### config.mk
export PLATFORM = sky130hd
export DESIGN_NAME = gray_to_binary_seq_flat
export DESIGN_NICKNAME = d
export VERILOG_FILES = /design/src/rtl/gray_to_binary_seq_if.sv /design/src/rtl/gray_to_binary_seq.sv /design/src/flat_wrapper.sv
export SDC_FILE = /design/constraint.sdc
export NUM_CORES = 1
export LEC_CHECK = 0
export CAP_MARGIN = 20
export CORE_MARGIN = 5
export CORE_UTILIZATION = 43
export CTS_CLUSTER_DIAMETER = 120
export DETAILED_ROUTE_END_ITERATION = 8
export PLACE_DENSITY = 0.72
export SYNTH_ARGS = -nofsm -noshare
export SYNTH_HDL_FRONTEND = slang
export SYNTH_SLANG_ARGS = --single-unit
### constraint.sdc
create_clock -name clk -period 1.55 [get_ports clk]
set_input_delay 0.465 -clock clk [delete_from_list [all_inputs] [get_ports clk]]
set_output_delay 0.465 -clock clk [all_outputs]
set_load 0.005 [all_outputs]
### src/rtl/gray_to_binary_seq_if.sv
// Handshake bundle for gray_to_binary_seq: a Gray-code input channel and a binary result channel.
// The master modport is the producer/consumer side; the slave modport is the decoder.
interface gray_to_binary_seq_if #(
  parameter int WIDTH = 4
) ();
  logic             in_valid;
  logic             in_ready;
  logic [WIDTH-1:0] gray_in;
  logic             out_valid;
  logic             out_ready;
  logic [WIDTH-1:0] bin_out;
  logic             step_err;

  modport master (
    output in_valid, gray_in, out_ready,
    input  in_ready, out_valid, bin_out, step_err
  );

  modport slave (
    input  in_valid, gray_in, out_ready,
    output in_ready, out_valid, bin_out, step_err
  );
endinterface

### src/rtl/gray_to_binary_seq.sv
// Serial Gray-to-binary decoder, one bit per clock MSB first, valid/ready on both sides.
// Define GRAY_STEP_CHECK_EN to flag accepted codes that are not a single-bit step from the previous one.
module gray_to_binary_seq #(
  parameter int WIDTH = 4
) (
  input  logic                clk,
  input  logic                rst_n,
  gray_to_binary_seq_if.slave bus
);

  localparam int IW = (WIDTH > 1) ? $clog2(WIDTH) : 1;

  typedef enum logic [1:0] {
    IDLE = 2'd0,
    CONV = 2'd1,
    DONE = 2'd2
  } state_t;

  state_t           state_q, state_d;
  logic [IW-1:0]    idx_q;
  logic [WIDTH-1:0] g_q;
  logic [WIDTH-1:0] bin_q;
  logic             carry_q;    // bin[idx+1]; zero before the MSB so bin[MSB] = g[MSB]
  logic             in_ready_q;
  logic             accept;
  logic             bit_d;

  assign accept = bus.in_valid && in_ready_q;
  assign bit_d  = carry_q ^ g_q[idx_q];

  // NOTE: every output of a combinational block gets a default first; a missed path would infer a latch.
  always_comb begin
    state_d = state_q;
    unique case (state_q)
      IDLE:    if (accept)              state_d = CONV;
      CONV:    if (idx_q == '0)         state_d = DONE;
      DONE:    if (bus.out_ready)       state_d = IDLE;
      default:                          state_d = IDLE;
    endcase
  end

  // NOTE: sequential state uses non-blocking assignments so every register samples pre-edge values.
  always_ff @(posedge clk or negedge rst_n) begin
    if (!rst_n) begin
      state_q    <= IDLE;
      in_ready_q <= 1'b0;
    end else begin
      state_q    <= state_d;
      in_ready_q <= (state_d == IDLE);
    end
  end

  // NOTE: datapath registers are reset too, so bin_out reads 0 out of reset instead of X.
  always_ff @(posedge clk or negedge rst_n) begin
    if (!rst_n) begin
      g_q     <= '0;
      bin_q   <= '0;
      idx_q   <= '0;
      carry_q <= 1'b0;
    end else if (accept) begin
      g_q     <= bus.gray_in;
      idx_q   <= IW'(WIDTH - 1);
      carry_q <= 1'b0;
    end else if (state_q == CONV) begin
      bin_q[idx_q] <= bit_d;
      carry_q      <= bit_d;
      idx_q        <= idx_q - IW'(1);
    end
  end

`ifdef GRAY_STEP_CHECK_EN
  logic [WIDTH-1:0] prev_q;
  logic             have_prev_q;
  logic             err_q;

  // A repeated code counts as a violation, as does any multi-bit jump.
  always_ff @(posedge clk or negedge rst_n) begin
    if (!rst_n) begin
      prev_q      <= '0;
      have_prev_q <= 1'b0;
      err_q       <= 1'b0;
    end else if (accept) begin
      err_q       <= have_prev_q && ($countones(bus.gray_in ^ prev_q) != 1);
      prev_q      <= bus.gray_in;
      have_prev_q <= 1'b1;
    end
  end

  assign bus.step_err = (state_q == DONE) && err_q;
`else
  assign bus.step_err = 1'b0;
`endif

  assign bus.in_ready  = in_ready_q;
  assign bus.out_valid = (state_q == DONE);
  assign bus.bin_out   = bin_q;

endmodule

### src/flat_wrapper.sv
// flat-port wrapper written by rule: the top's interface ports become plain ports
module gray_to_binary_seq_flat 
#(
  parameter int WIDTH = 4
)
  (clk, rst_n, bus_in_valid, bus_gray_in, bus_out_ready, bus_in_ready, bus_out_valid, bus_bin_out, bus_step_err);
  gray_to_binary_seq_if #(.WIDTH(WIDTH)) bus_i ();
  input  logic clk;
  input  logic rst_n;
  input wire logic [$bits(bus_i.in_valid)-1:0] bus_in_valid;
  input wire logic [$bits(bus_i.gray_in)-1:0] bus_gray_in;
  input wire logic [$bits(bus_i.out_ready)-1:0] bus_out_ready;
  output wire logic [$bits(bus_i.in_ready)-1:0] bus_in_ready;
  output wire logic [$bits(bus_i.out_valid)-1:0] bus_out_valid;
  output wire logic [$bits(bus_i.bin_out)-1:0] bus_bin_out;
  output wire logic [$bits(bus_i.step_err)-1:0] bus_step_err;
  assign bus_i.in_valid = bus_in_valid;
  assign bus_i.gray_in = bus_gray_in;
  assign bus_i.out_ready = bus_out_ready;
  assign bus_in_ready = bus_i.in_ready;
  assign bus_out_valid = bus_i.out_valid;
  assign bus_bin_out = bus_i.bin_out;
  assign bus_step_err = bus_i.step_err;
  gray_to_binary_seq #(.WIDTH(WIDTH)) u_core (.clk(clk), .rst_n(rst_n), .bus(bus_i));
endmodule
==> impl_metrics.json <==
{
  "ios": 15,
  "powerDensity_nw_per_um2": 2019,
  "die_area_um2": 2501,
  "antennaDiodeCount": 0,
  "ant_nets": 0,
  "outcome": "complete, no violations",
  "critical_path.startpoint": "u_core.state_q[1]",
  "synthCells": 56,
  "grt_pass1_wl_um": 2304,
  "grt_max_degree": 15,
  "end_kind": "output port",
  "cp-start-kind": "flop",
  "wire_per_inst_um": 13.96,
  "max_freq_ghz": 0.6660,
  "finalCritPeriodShare": 0.9687,
  "synth_ff_type": "dfrtp_1",
  "grt_pass1_vias": 535,
  "die_h_um": 50.01,
  "yosysWarnings": 0,
  "maxCapViolCount": 0,
  "crit_required_ns": 1.08,
  "drtIter0Drc": 13,
  "numCtsBuffers": 3,
  "syn2layout_area_growth_pct": 30.36,
  "root_buffer": "clkbuf_4",
  "gp_congestion": 0.6749,
  "drt_wl_total_um": 1298,
  "grt_overflow": 0,
  "ys_seq_area_frac": 0.5091,
  "grt.total_usage": 0.1195,
  "via_per_inst": 5.086,
  "nets": 91,
  "avgSynthCellArea_um2": 12.29,
  "drive_gt1_frac": 0.2987,
  "irDropWorstVdd_v": 0.001156,
  "rsz0062_at_grt": "yes",
  "synth_nets": 68,
  "power_mw": 1.811,
  "clock_skew_ns": 0.005680,
  "critPathArrivalTime_ns": 1.04,
  "r2r-start": "u_core.idx_q[0]",
  "tns_ns": 0,
  "clk_pin_slew_ns": 0.08,
  "post-route-util": 0.5955,
  "place_inst": 89,
  "setup_viol": 0,
  "drcViolationCount": 0,
  "ys_ff_latch": 14,
  "crit_type": "reg2out",
  "yosysTopAreaCellShare": 0.5091,
  "core_area_um2": 1506,
  "clockBufferDepth": 2,
  "cts.htree.levels": 1,
  "fin_cells": 93,
  "synth_edf_count": 0,
  "synth_area_leaders": "dfrtp_1 51%, mux2_2 15%, ha_1 7.3%, mux4_2 3.3%, nand3_1 2.9%",
  "cts_tree": "yes",
  "crit_path_max_fanout": 2,
  "dieWidth_um": 50.01,
  "drtPass1Iterations": 4,
  "initial_core_util": 0.4568,
  "clk_latency_ns": 0.27,
  "antenna_found_initial": 0,
  "slew_viol_final": 0,
  "cts.sink_count": 14,
  "yosysMostFrequentCell": "dfrtp_1",
  "synth_largest_area_cell": "dfrtp_1",
  "leakage_nw": 0.4270,
  "ys_types": 21,
  "dp_hpwl_um": 955.4,
  "portBuffers": 13,
  "ys_async_sr_fraction": 1.000,
  "synth_area_um2": 688.2,
  "hold_viol_final": 0,
  "detailroute.via_count": 473,
  "min-delay-path-class": "in2async",
  "min_period_ns": 1.502,
  "synth_common_cells": "14 x dfrtp_1, 9 x mux2_2, 4 x ha_1, 4 x nand3_1",
  "rows": 14
}
==> what timing repair did <==
| item | 4_1_cts | 5_1_grt |
|---|---|---|
| resized for setup | 6 | 0 |
| buffers inserted | 1 | 0 |
| hold buffers | 0 | 0 |
| endpoints found under the setup margin | 6 | 4 |
==> logic make-up after synthesis <==
family,count (synthesis),synth area share
adders and majority gates,4,0.07273
other,1,0.005449
AOI/OAI and AO/OA,6,0.05637
buffers and inverters,6,0.03999
and+or+nand+nor,13,0.1000
muxes,10,0.1800
xor gates and xnor gates,2,0.03637
DFF,14,0.5091
==> metal layers <==
| layer | vias to the layer above | GRT usage | part of all wire |
|---|---|---|---|
| li1 | 230 | - | - |
| met1 | 237 | 0.1479 | 0.44 |
| met2 | 4 | 0.1883 | 0.52 |
| met3 | 2 | 0.01807 | 0.017 |
| met4 | 0 | 0.07860 | 0.018 |
| met5 | - | 0 | 0 |
==> critical path, stage by stage, from the launching register on <==
cell	delay (ns)
dfrtp_1	0.38
nor2b_1	0.13
dlygate4sd2_1	0.26
==> state kept, by name (all words and copies together), names as in the netlist <==
| name | count |
|---|---|
| u_core.bus.in_ready | 1 |
| u_core.idx_q | 2 |
| u_core.state_q | 2 |
| u_core.carry_q | 1 |
| u_core.bus.bin_out | 4 |
| u_core.g_q | 4 |
==> through the flow <==
| step | area (um2) | setup slack, ns | hold slack (ns) |
|---|---|---|---|
| 3_3_place_gp | 874.6 | -0.1368 | 0.4883 |
| 5_1_grt | 897.1 | -0.009091 | 0.5254 |
| 3_5_place_dp | 874.6 | -0.1557 | 0.4944 |
| 2_1_floorplan | 688.2 | 0.03352 | 0.1694 |
| 4_1_cts | 897.1 | 0.04045 | 0.5036 |
| 6_report | 897.1 | 0.04850 | 0.4998 |
==> layout by cell type (no fill, tap or decap) <==
cell type,count
xnor2_1,1
nand2b_1,1
and3_4,1
a22o_1,1
o211ai_1,1
mux4_2,1
buf_4,8
clkbuf_4,3
nand3_1,4
a21oi_1,3
ha_1,4
inv_1,3
clkdlybuf4s50_1,7
mux2_2,9
o21a_1,1
conb_1,1
xnor2_2,1
dlygate4sd2_1,6
nand2_1,2
nor2b_1,2
nor2_1,3
dfrtp_1,14
==> worst paths after layout <==
check | end | slack [ns] | cells after the start
worst max-delay path | bus_out_valid | 0.05 | 2
worst min-delay path | u_core.state_q[1] | 0.50 | 2
min in group clk | u_core.bus.bin_out[1] | 0.50 | 1
worst min register to register | u_core.bus.bin_out[1] | 0.50 | 1
max in group asynchronous | u_core.g_q[2] | 0.87 | 2
worst max register to register | u_core.bus.bin_out[3] | 0.08 | 3
==> area by class of cell <==
cell class                      count  area [um2]
Fill cell                         122       609.3
Clock buffer                        3       22.52
Multi-Input combinational cell     36       310.3
Inverter                            3       11.26
Tap cell                           16       20.02
Timing Repair Buffer               21       182.7
Sequential cell                    14       350.3
==> report_power, final <==
part / switching (mW) / internal [mW]
registers: 0.0926 / 0.550
clock network: 0.109 / 0.0898
logic: 0.415 / 0.555
Power figures use the tool's default switching activity.
